**config.mk**
```make
export PLATFORM = sky130hd
export DESIGN_NAME = sort_stream
export DESIGN_NICKNAME = d
export VERILOG_FILES = /design/src/rtl/sort_pkg.sv /design/src/rtl/sort_cas_stage.sv /design/src/rtl/sort_stream.sv
export SDC_FILE = /design/constraint.sdc
export NUM_CORES = 2
export LEC_CHECK = 0
export ABC_AREA = 1
export BUFFER_PORTS_ARGS = -buffer_cell sky130_fd_sc_hd__buf_2
export CORE_MARGIN = 2
export CORE_UTILIZATION = 65
export DETAILED_ROUTE_END_ITERATION = 8
export PLACE_DENSITY_LB_ADDON = 0.1
export SYNTH_ARGS = -nofsm -noshare
export SYNTH_HDL_FRONTEND = slang
export SYNTH_SLANG_ARGS = --single-unit
```
**constraint.sdc**
```tcl
create_clock -name clk -period 111.3 [get_ports clk]
set_input_delay 11.13 -clock clk [delete_from_list [all_inputs] [get_ports clk]]
set_output_delay 11.13 -clock clk [all_outputs]
set_load 0.02 [all_outputs]
```
**src/rtl/sort_pkg.sv**
```systemverilog
// Shared types and the compare-swap decision for the streaming sorter.
// Exports sort_dir_e and cmp_swap(a, b, descend, signed_mode).
package sort_pkg;

  typedef enum logic {
    SORT_ASC  = 1'b0,
    SORT_DESC = 1'b1
  } sort_dir_e;

  localparam int unsigned KEY_MAX_W = 64;

  // Keys arrive widened to KEY_MAX_W bits (sign- or zero-extended by
  // the caller), so one function covers every key width.
  // Equal keys never swap, which keeps the network stable.
  function automatic logic cmp_swap(
    input logic [KEY_MAX_W-1:0] a,
    input logic [KEY_MAX_W-1:0] b,
    input logic                 descend,
    input logic                 signed_mode
  );
    logic gt;
    logic lt;
    if (signed_mode) begin
      gt = $signed(a) > $signed(b);
      lt = $signed(a) < $signed(b);
    end else begin
      gt = a > b;
      lt = a < b;
    end
    return (sort_dir_e'(descend) == SORT_DESC) ? lt : gt;
  endfunction

endpackage

```
**src/rtl/sort_cas_stage.sv**
```systemverilog
// One odd-even transposition layer: compare-swap, then register with tags.
// Ports: up_* from previous stage, advance from top, registered outputs.
module sort_cas_stage
  import sort_pkg::*;
#(
  parameter int NUM_VALS = 8,
  parameter int SIZE     = 16,
  parameter int IDX_W    = 3,
  parameter int ODD      = 1,
  parameter int SIGNED   = 0
) (
  input  logic                      clk,
  input  logic                      rst,
  input  logic                      advance,
  input  logic                      up_valid,
  input  logic [NUM_VALS*SIZE-1:0]  up_data,
  input  logic [NUM_VALS*IDX_W-1:0] up_idx,
  input  logic                      up_descend,
  output logic                      valid,
  output logic [NUM_VALS*SIZE-1:0]  data,
  output logic [NUM_VALS*IDX_W-1:0] idx,
  output logic                      descend
);

  // Odd layers pair (0,1),(2,3)..; even layers pair (1,2),(3,4)..
  localparam int FIRST = (ODD != 0) ? 0 : 1;

  logic [NUM_VALS*SIZE-1:0]  nxt_data;
  logic [NUM_VALS*IDX_W-1:0] nxt_idx;

  function automatic logic [KEY_MAX_W-1:0] widen(
    input logic [SIZE-1:0] v
  );
    logic signed [SIZE-1:0] sv;
    sv = v;
    if (SIGNED != 0) return KEY_MAX_W'(sv);
    return KEY_MAX_W'(v);
  endfunction

  always_comb begin
    nxt_data = up_data;
    nxt_idx  = up_idx;
    for (int i = FIRST; i + 1 < NUM_VALS; i += 2) begin
      if (cmp_swap(widen(up_data[i*SIZE +: SIZE]),
                   widen(up_data[(i+1)*SIZE +: SIZE]),
                   up_descend, SIGNED != 0)) begin
        nxt_data[i*SIZE +: SIZE]      = up_data[(i+1)*SIZE +: SIZE];
        nxt_data[(i+1)*SIZE +: SIZE]  = up_data[i*SIZE +: SIZE];
        nxt_idx[i*IDX_W +: IDX_W]     = up_idx[(i+1)*IDX_W +: IDX_W];
        nxt_idx[(i+1)*IDX_W +: IDX_W] = up_idx[i*IDX_W +: IDX_W];
      end
    end
  end

  always_ff @(posedge clk or posedge rst) begin
    if (rst) begin
      valid <= 1'b0;
    end else if (advance) begin
      valid <= up_valid;
    end
  end

  // Cleared on reset so the final stage presents zeros at the output.
  always_ff @(posedge clk or posedge rst) begin
    if (rst) begin
      data    <= '0;
      idx     <= '0;
      descend <= 1'b0;
    end else if (advance && up_valid) begin
      data    <= nxt_data;
      idx     <= nxt_idx;
      descend <= up_descend;
    end
  end

endmodule

```
**src/rtl/sort_stream.sv**
```systemverilog
// Pipelined stable odd-even transposition sorter with index tags.
// in_* valid/ready vector in, out_* sorted vector out, busy = any stage full.
module sort_stream
  import sort_pkg::*;
#(
  parameter int  NUM_VALS = 8,
  parameter int  SIZE     = 16,
  parameter int  SIGNED   = 0,
  localparam int IDX_W    = $clog2(NUM_VALS)
) (
  input  logic                      clk,
  input  logic                      rst,
  input  logic                      in_valid,
  output logic                      in_ready,
  input  logic [NUM_VALS*SIZE-1:0]  in_data,
  input  logic                      in_descend,
  output logic                      out_valid,
  input  logic                      out_ready,
  output logic [NUM_VALS*SIZE-1:0]  out_data,
  output logic [NUM_VALS*IDX_W-1:0] out_idx,
  output logic                      out_descend,
  output logic                      busy
);

  // Index 0 is the input port; index s is the register of stage s.
  logic [NUM_VALS:0]         v;
  logic [NUM_VALS:0]         dsc;
  logic [NUM_VALS*SIZE-1:0]  d [NUM_VALS+1];
  logic [NUM_VALS*IDX_W-1:0] x [NUM_VALS+1];
  logic [NUM_VALS:1]         adv;

  assign v[0]   = in_valid;
  assign dsc[0] = in_descend;
  assign d[0]   = in_data;

  genvar g;
  generate
    for (g = 0; g < NUM_VALS; g++) begin : g_tag
      assign x[0][g*IDX_W +: IDX_W] = IDX_W'(g);
    end
  endgenerate

  // A stage may load when it is empty or its successor moves on.
  // Built as a ripple from the output so empty slots absorb stalls.
  always_comb begin
    logic a;
    a = !v[NUM_VALS] || out_ready;
    adv = '0;
    adv[NUM_VALS] = a;
    for (int s = NUM_VALS - 1; s >= 1; s--) begin
      a      = !v[s] || a;
      adv[s] = a;
    end
  end

  generate
    for (g = 1; g <= NUM_VALS; g++) begin : g_stage
      sort_cas_stage #(
        .NUM_VALS (NUM_VALS),
        .SIZE     (SIZE),
        .IDX_W    (IDX_W),
        .ODD      ((g % 2) == 1 ? 1 : 0),
        .SIGNED   (SIGNED)
      ) u_stage (
        .clk        (clk),
        .rst        (rst),
        .advance    (adv[g]),
        .up_valid   (v[g-1]),
        .up_data    (d[g-1]),
        .up_idx     (x[g-1]),
        .up_descend (dsc[g-1]),
        .valid      (v[g]),
        .data       (d[g]),
        .idx        (x[g]),
        .descend    (dsc[g])
      );
    end
  endgenerate

  assign in_ready    = adv[1];
  assign out_valid   = v[NUM_VALS];
  assign out_data    = d[NUM_VALS];
  assign out_idx     = x[NUM_VALS];
  assign out_descend = dsc[NUM_VALS];
  assign busy        = |v[NUM_VALS:1];

endmodule

```
# Word-level counts from Yosys, hierarchy flattened
# Index checks and enable logic that the tools add are counted.
[op_classes] multipliers=0 shifts=0 n_mux=84 add_sub_neg=0 n_reduce_logical=25 bitwise_logic=0 eq_ne=0 magnitude_cmp=56 div=0
[op_table] operator="$mux 32" n=28
[op_table] operator="$gt 16x16->1" n=28
[op_table] operator="$lt 16x16->1" n=28
[op_table] operator="$mux 6" n=24
[op_table] operator="$mux 1" n=28
[op_table] operator="$mux 4" n=4
[op_table] operator="$logic_and 1x1->1" n=8
[op_table] operator="$logic_not 1->1" n=8
[op_table] operator="$logic_or 1x1->1" n=8
[op_table] operator="$reduce_or 8->1" n=1
[word_totals] latch_bits=0 n_memories=0 register_bits=1232 in_bits=133 ram_bits=0 mem_bits_ro=0

# Logic depth before layout (Yosys ltp)
[depth] depth_word=10 depth_mapped=18 depth_no_buf=17

# Cells and area by module
# Synthesis repeated with hierarchy kept, for this count alone.
[hier_totals] hier_cells=10413 hier_area_um2=74605.3
[modules_own_cells] module="sort_cas_stage (g_stage[1].u_stage ...)" cells_per_inst=1392 n_inst=4 area_per_inst_um2=9655.5
[modules_own_cells] module="sort_cas_stage (g_stage[2].u_stage ...)" cells_per_inst=1206 n_inst=3 area_per_inst_um2=9026.2
[modules_own_cells] module="sort_cas_stage (g_stage[8].u_stage)" cells_per_inst=1209 n_inst=1 area_per_inst_um2=8797.2
[modules_own_cells] module="sort_stream" cells_per_inst=18 n_inst=1 area_per_inst_um2=107.6

# Worst setup path after synthesis
# No wires, ideal clock.
[synth_timing] kind="in2out" startpoint="input out_ready" endpoint="output in_ready" required_time_ns=100.170 path_slack_ns=88.368 arrival_time_ns=11.802 cell_stages=6 n_path_buf=0 path_cell_list="nor2_4 -> nand4_4 -> nor2_2 -> nand3_2 -> nor2_2 -> inv_1"
[synth_via] elab_chain_len=8
[synth_rtl] element="from (decl)" line="sort_stream.sv:18" source="input logic out_ready,"
[synth_rtl] element="$logic_or 1x1->1" line="sort_stream.sv:47" source="a = !v[NUM_VALS] || out_ready;"
[synth_rtl] element="$logic_or 1x1->1 (7 in a row)" line="sort_stream.sv:51" source="a = !v[s] || a;"
[synth_rtl] element="to (decl)" line="sort_stream.sv:14" source="output logic in_ready,"
# No other way between the ends.

# Final worst setup path
# Ends and elaborated chain as after synthesis.

==> impl_metrics.py <==
metrics = {
    "floorplanning": {
        "die_h_microns": 334,
        "ios": 289,
        "placementRows": 121,
        "chipWidth_microns": 334,
        "start_util_pct": 65.3,
        "fp.coreArea_sq_um": 109000,
        "die_area_sq_um": 112000,
    },
    "finish": {
        "finish.instance_area_sq_um": 75800,
        "layout-drive-gt1-share_pct": 6.10,
        "ff_latch_area_sq_um": 30200,
        "fin_nets": 10200,
        "final_core_util_pct": 69.9,
        "syn_to_final_growth_pct": 6.93,
        "multi_input_area_sq_um": 33400,
        "num-fill-cells": 9160,
    },
    "critical_path": {
        "start_kind": "input pin",
        "crit_family": "simple AND/OR/NAND/NOR gates",
        "required_ns": 100.17,
        "startpoint": "out_ready",
        "cp-end-kind": "primary output",
        "crit_arrival_ns": 12.70,
        "r2r_cells": 10,
        "reg2reg_from": "g_stage[1].u_stage.data[47]",
        "r2r_setup_slack_ns": 107.33,
        "crit_slowest_cell": "nor2_2",
        "crit_end": "in_ready",
        "path_buf_inv": 3,
        "crit_chain": "buf_2, nor2_4, nand4_4, nor2_2, nand3_2, nor2_2, inv_1, buf_2",
        "critPathMaxStageDelay_ns": 0.33,
        "crit_cells": 8,
        "cp_max_fo": 4,
        "critical_path_class": "input pin to primary output",
        "worstReg2RegEnd": "g_stage[2].u_stage.data[33]",
    },
    "power": {
        "ir_drop_mv": 0.0193,
        "power_density_nw_per_um2": 34.7,
        "power_switching_mw": 1.26,
        "seqPwrFrac_pct": 29.4,
        "clock_power_share_pct": 17.1,
        "swShare_pct": 48.1,
        "comb_power_share_pct": 53.5,
        "p_int_mw": 1.36,
        "p_leak_nw": 42.5,
    },
    "synth": {
        "yosysTopAreaCellShare_pct": 42.5,
        "synth_edf_count": 0,
        "synth-warning-count": 0,
        "synth_area_leaders": "dfrtp_1, nand2_1, nand3_1",
        "synth.avg_cell_area_sq_um": 7.22,
        "yosysMostFrequentCell": "nand2_1",
        "synth_seq_area_share_pct": 42.5,
        "synth_ff_type": "dfrtp_1",
        "postSynthCellCount": 9823,
        "yosysTopAreaCell": "dfrtp_1",
        "syn-cell-area_sq_um": 70900,
        "ys_types": 30,
        "synthArstFlopShare_pct": 100,
        "synth.net_count": 10400,
        "synthTopCellsByCount": "nand2_1, nand3_1, dfrtp_1",
        "synth-seq-cells": 1206,
    },
    "route": {
        "drc": 0,
        "routed_wl_mm": 187,
        "vias": 63900,
        "wire_per_inst_microns": 16.8,
        "dr.pass1.iters": 8,
        "antenna_left": 0,
        "drt_iter0_markers": 7209,
        "routed_via_density": 5.74,
    },
    "clock_tree": {
        "cts_resized": 0,
        "cts_hold_buf": 0,
        "clk_path_buf_depth": 3,
        "cts_buffers": 132,
        "cts_max_level": 4,
        "cts-root-buf": "clkbuf_16",
        "cts_tree": "yes",
        "cts_sinks": 1206,
        "cts_setup_buffers": 0,
        "clk_latency_ns": 0.76,
        "clk_pin_slew_ns": 0.06,
    },
    "global_routing": {
        "grt_usage_pct": 33.4,
        "grt_pass1_wl_mm": 306,
        "antenna_found_initial": 0,
        "grt_max_degree": 167,
        "grt_pass1_vias": 58800,
        "grt_overflow": 0,
    },
    "place": {
        "hpwl_mm": 133,
        "place_congestion": 0.920,
        "post_dp_cell_area_sq_um": 71300,
        "io_buffers": 288,
    },
    "sta": {
        "finalClockSkew_ns": 0.0229,
        "tightest_slew_ns": 1.24,
        "min_period_over_period_pct": 21.4,
        "fmax_mhz": 42.0,
        "whs_ns": 0.463,
        "relSlewSlack_pct": 16.9,
        "hold_violations": 0,
        "fin_tns_setup_ns": 0,
        "finalSetupViolCount": 0,
        "slew_viol_final": 0,
        "rsz0062_at_grt": "false",
        "fin_crit_ns": 23.83,
    },
    "worst_hold_path": {
        "hold_class": "flop to flop",
    },
    "run_status": {
        "status": "completed",
    },
    "flow_run": {
        "max_cap_viol_count": 0,
    },
}
==> worst reg2reg max path, cell delays in order (launching register included) <==
cell and delay (ns):
dfrtp_1 0.37, inv_1 0.15, ha_1 0.28, a21oi_1 0.16, o21ai_0 0.11, a21oi_1 0.16, nand3_1 0.87, nand2_1 1.35
nand2_1 0.13, nand3_1 0.19, nand2_1 0.07
==> worst min-delay path by stage <==
stage	startpoint	endpoint	slack (ns)	depth (start not counted)
2_1_floorplan	g_stage[8].u_stage.data[0]	g_stage[8].u_stage.data[0]	0.44	2
3_3_place_gp	g_stage[8].u_stage.data[4]	g_stage[8].u_stage.data[4]	0.45	2
5_1_grt	g_stage[2].u_stage.data[29]	g_stage[2].u_stage.data[29]	0.49	2
4_1_cts	g_stage[8].u_stage.data[122]	g_stage[8].u_stage.data[122]	0.47	2
3_5_place_dp	g_stage[8].u_stage.data[122]	g_stage[8].u_stage.data[122]	0.45	2
6_report	g_stage[7].u_stage.idx[23]	g_stage[8].u_stage.idx[23]	0.46	2
==> layer usage <==
layer | track usage [%] | vias up | share of wire (%) | wire length [microns]
li1 | - | 31000 | - | -
met4 | 11.0 | 0 | 3.1 | 5750
met2 | 53.0 | 2268 | 47 | 87000
met1 | 47.9 | 30200 | 44 | 82600
met5 | 0 | - | 0 | 0
met3 | 3.82 | 376 | 6.1 | 11500
==> flip-flops by register name, indices dropped and copies added, names as in the netlist <==
register and flops:
g_stage.u_stage.data 1024, g_stage.u_stage.descend 8, g_stage.u_stage.idx 166, g_stage.u_stage.valid 8
==> power groups by stage <==
stage	sequential (mW)	combinational [mW]	clock, mW
after CTS	0.770	1.39	0.454
after global routing	0.792	1.61	0.473
after floorplan	0.732	1.10	0
after detailed placement	0.776	1.38	0
after global placement	0.769	1.33	0
final	0.773	1.41	0.449
==> metrics by stage <==
step / worst slack (ns) / total power, mW / std cells
2_1_floorplan: 66.19 / 1.84 / 9823
3_3_place_gp: 87.53 / 2.10 / 10900
3_5_place_dp: 87.53 / 2.16 / 10900
4_1_cts: 87.52 / 2.62 / 11100
5_1_grt: 87.40 / 2.88 / 11100
6_report: 87.47 / 2.63 / 11100
==> cell usage in the layout (no fill, tap or decap), drive strengths merged <==
| cell | instances |
|---|---|
| nand2 | 3565 |
| clkbuf | 189 |
| o21ai | 188 |
| inv | 1075 |
| ha | 448 |
| diode | 1 |
| or2 | 1 |
| bufinv | 10 |
| a31oi | 1 |
| a21o | 1 |
| clkinv | 28 |
| dfrtp | 1206 |
| nor3 | 16 |
| nor2 | 115 |
| nand4 | 157 |
| o21a | 31 |
| o21bai | 3 |
| nand3 | 2088 |
| a21oi | 222 |
| nor4 | 2 |
| o22ai | 3 |
| buf | 356 |
| clkinvlp | 3 |
==> cell families after synthesis <==
| group | Yosys count | synth area share, % |
|---|---|---|
| AND/OR/NAND/NOR | 5944 | 35.8 |
| buffers and inverters | 1776 | 10.5 |
| flip-flops | 1206 | 42.5 |
| AO/OA/AOI/OAI | 449 | 3.30 |
| adder cells (fa/ha/maj) | 448 | 7.90 |
==> final cells by class <==
class / instances / area share (%)
clock buffers: 189 / 5.19
diodes: 1 / 0.00330
well taps: 1414 / 2.33
multi-input cells: 6841 / 44.0
flip-flops and latches: 1206 / 39.8
inverters: 1071 / 5.33
clock inverters: 45 / 0.751
repair buffers: 356 / 2.59
(Power assumes the default switching activity.)
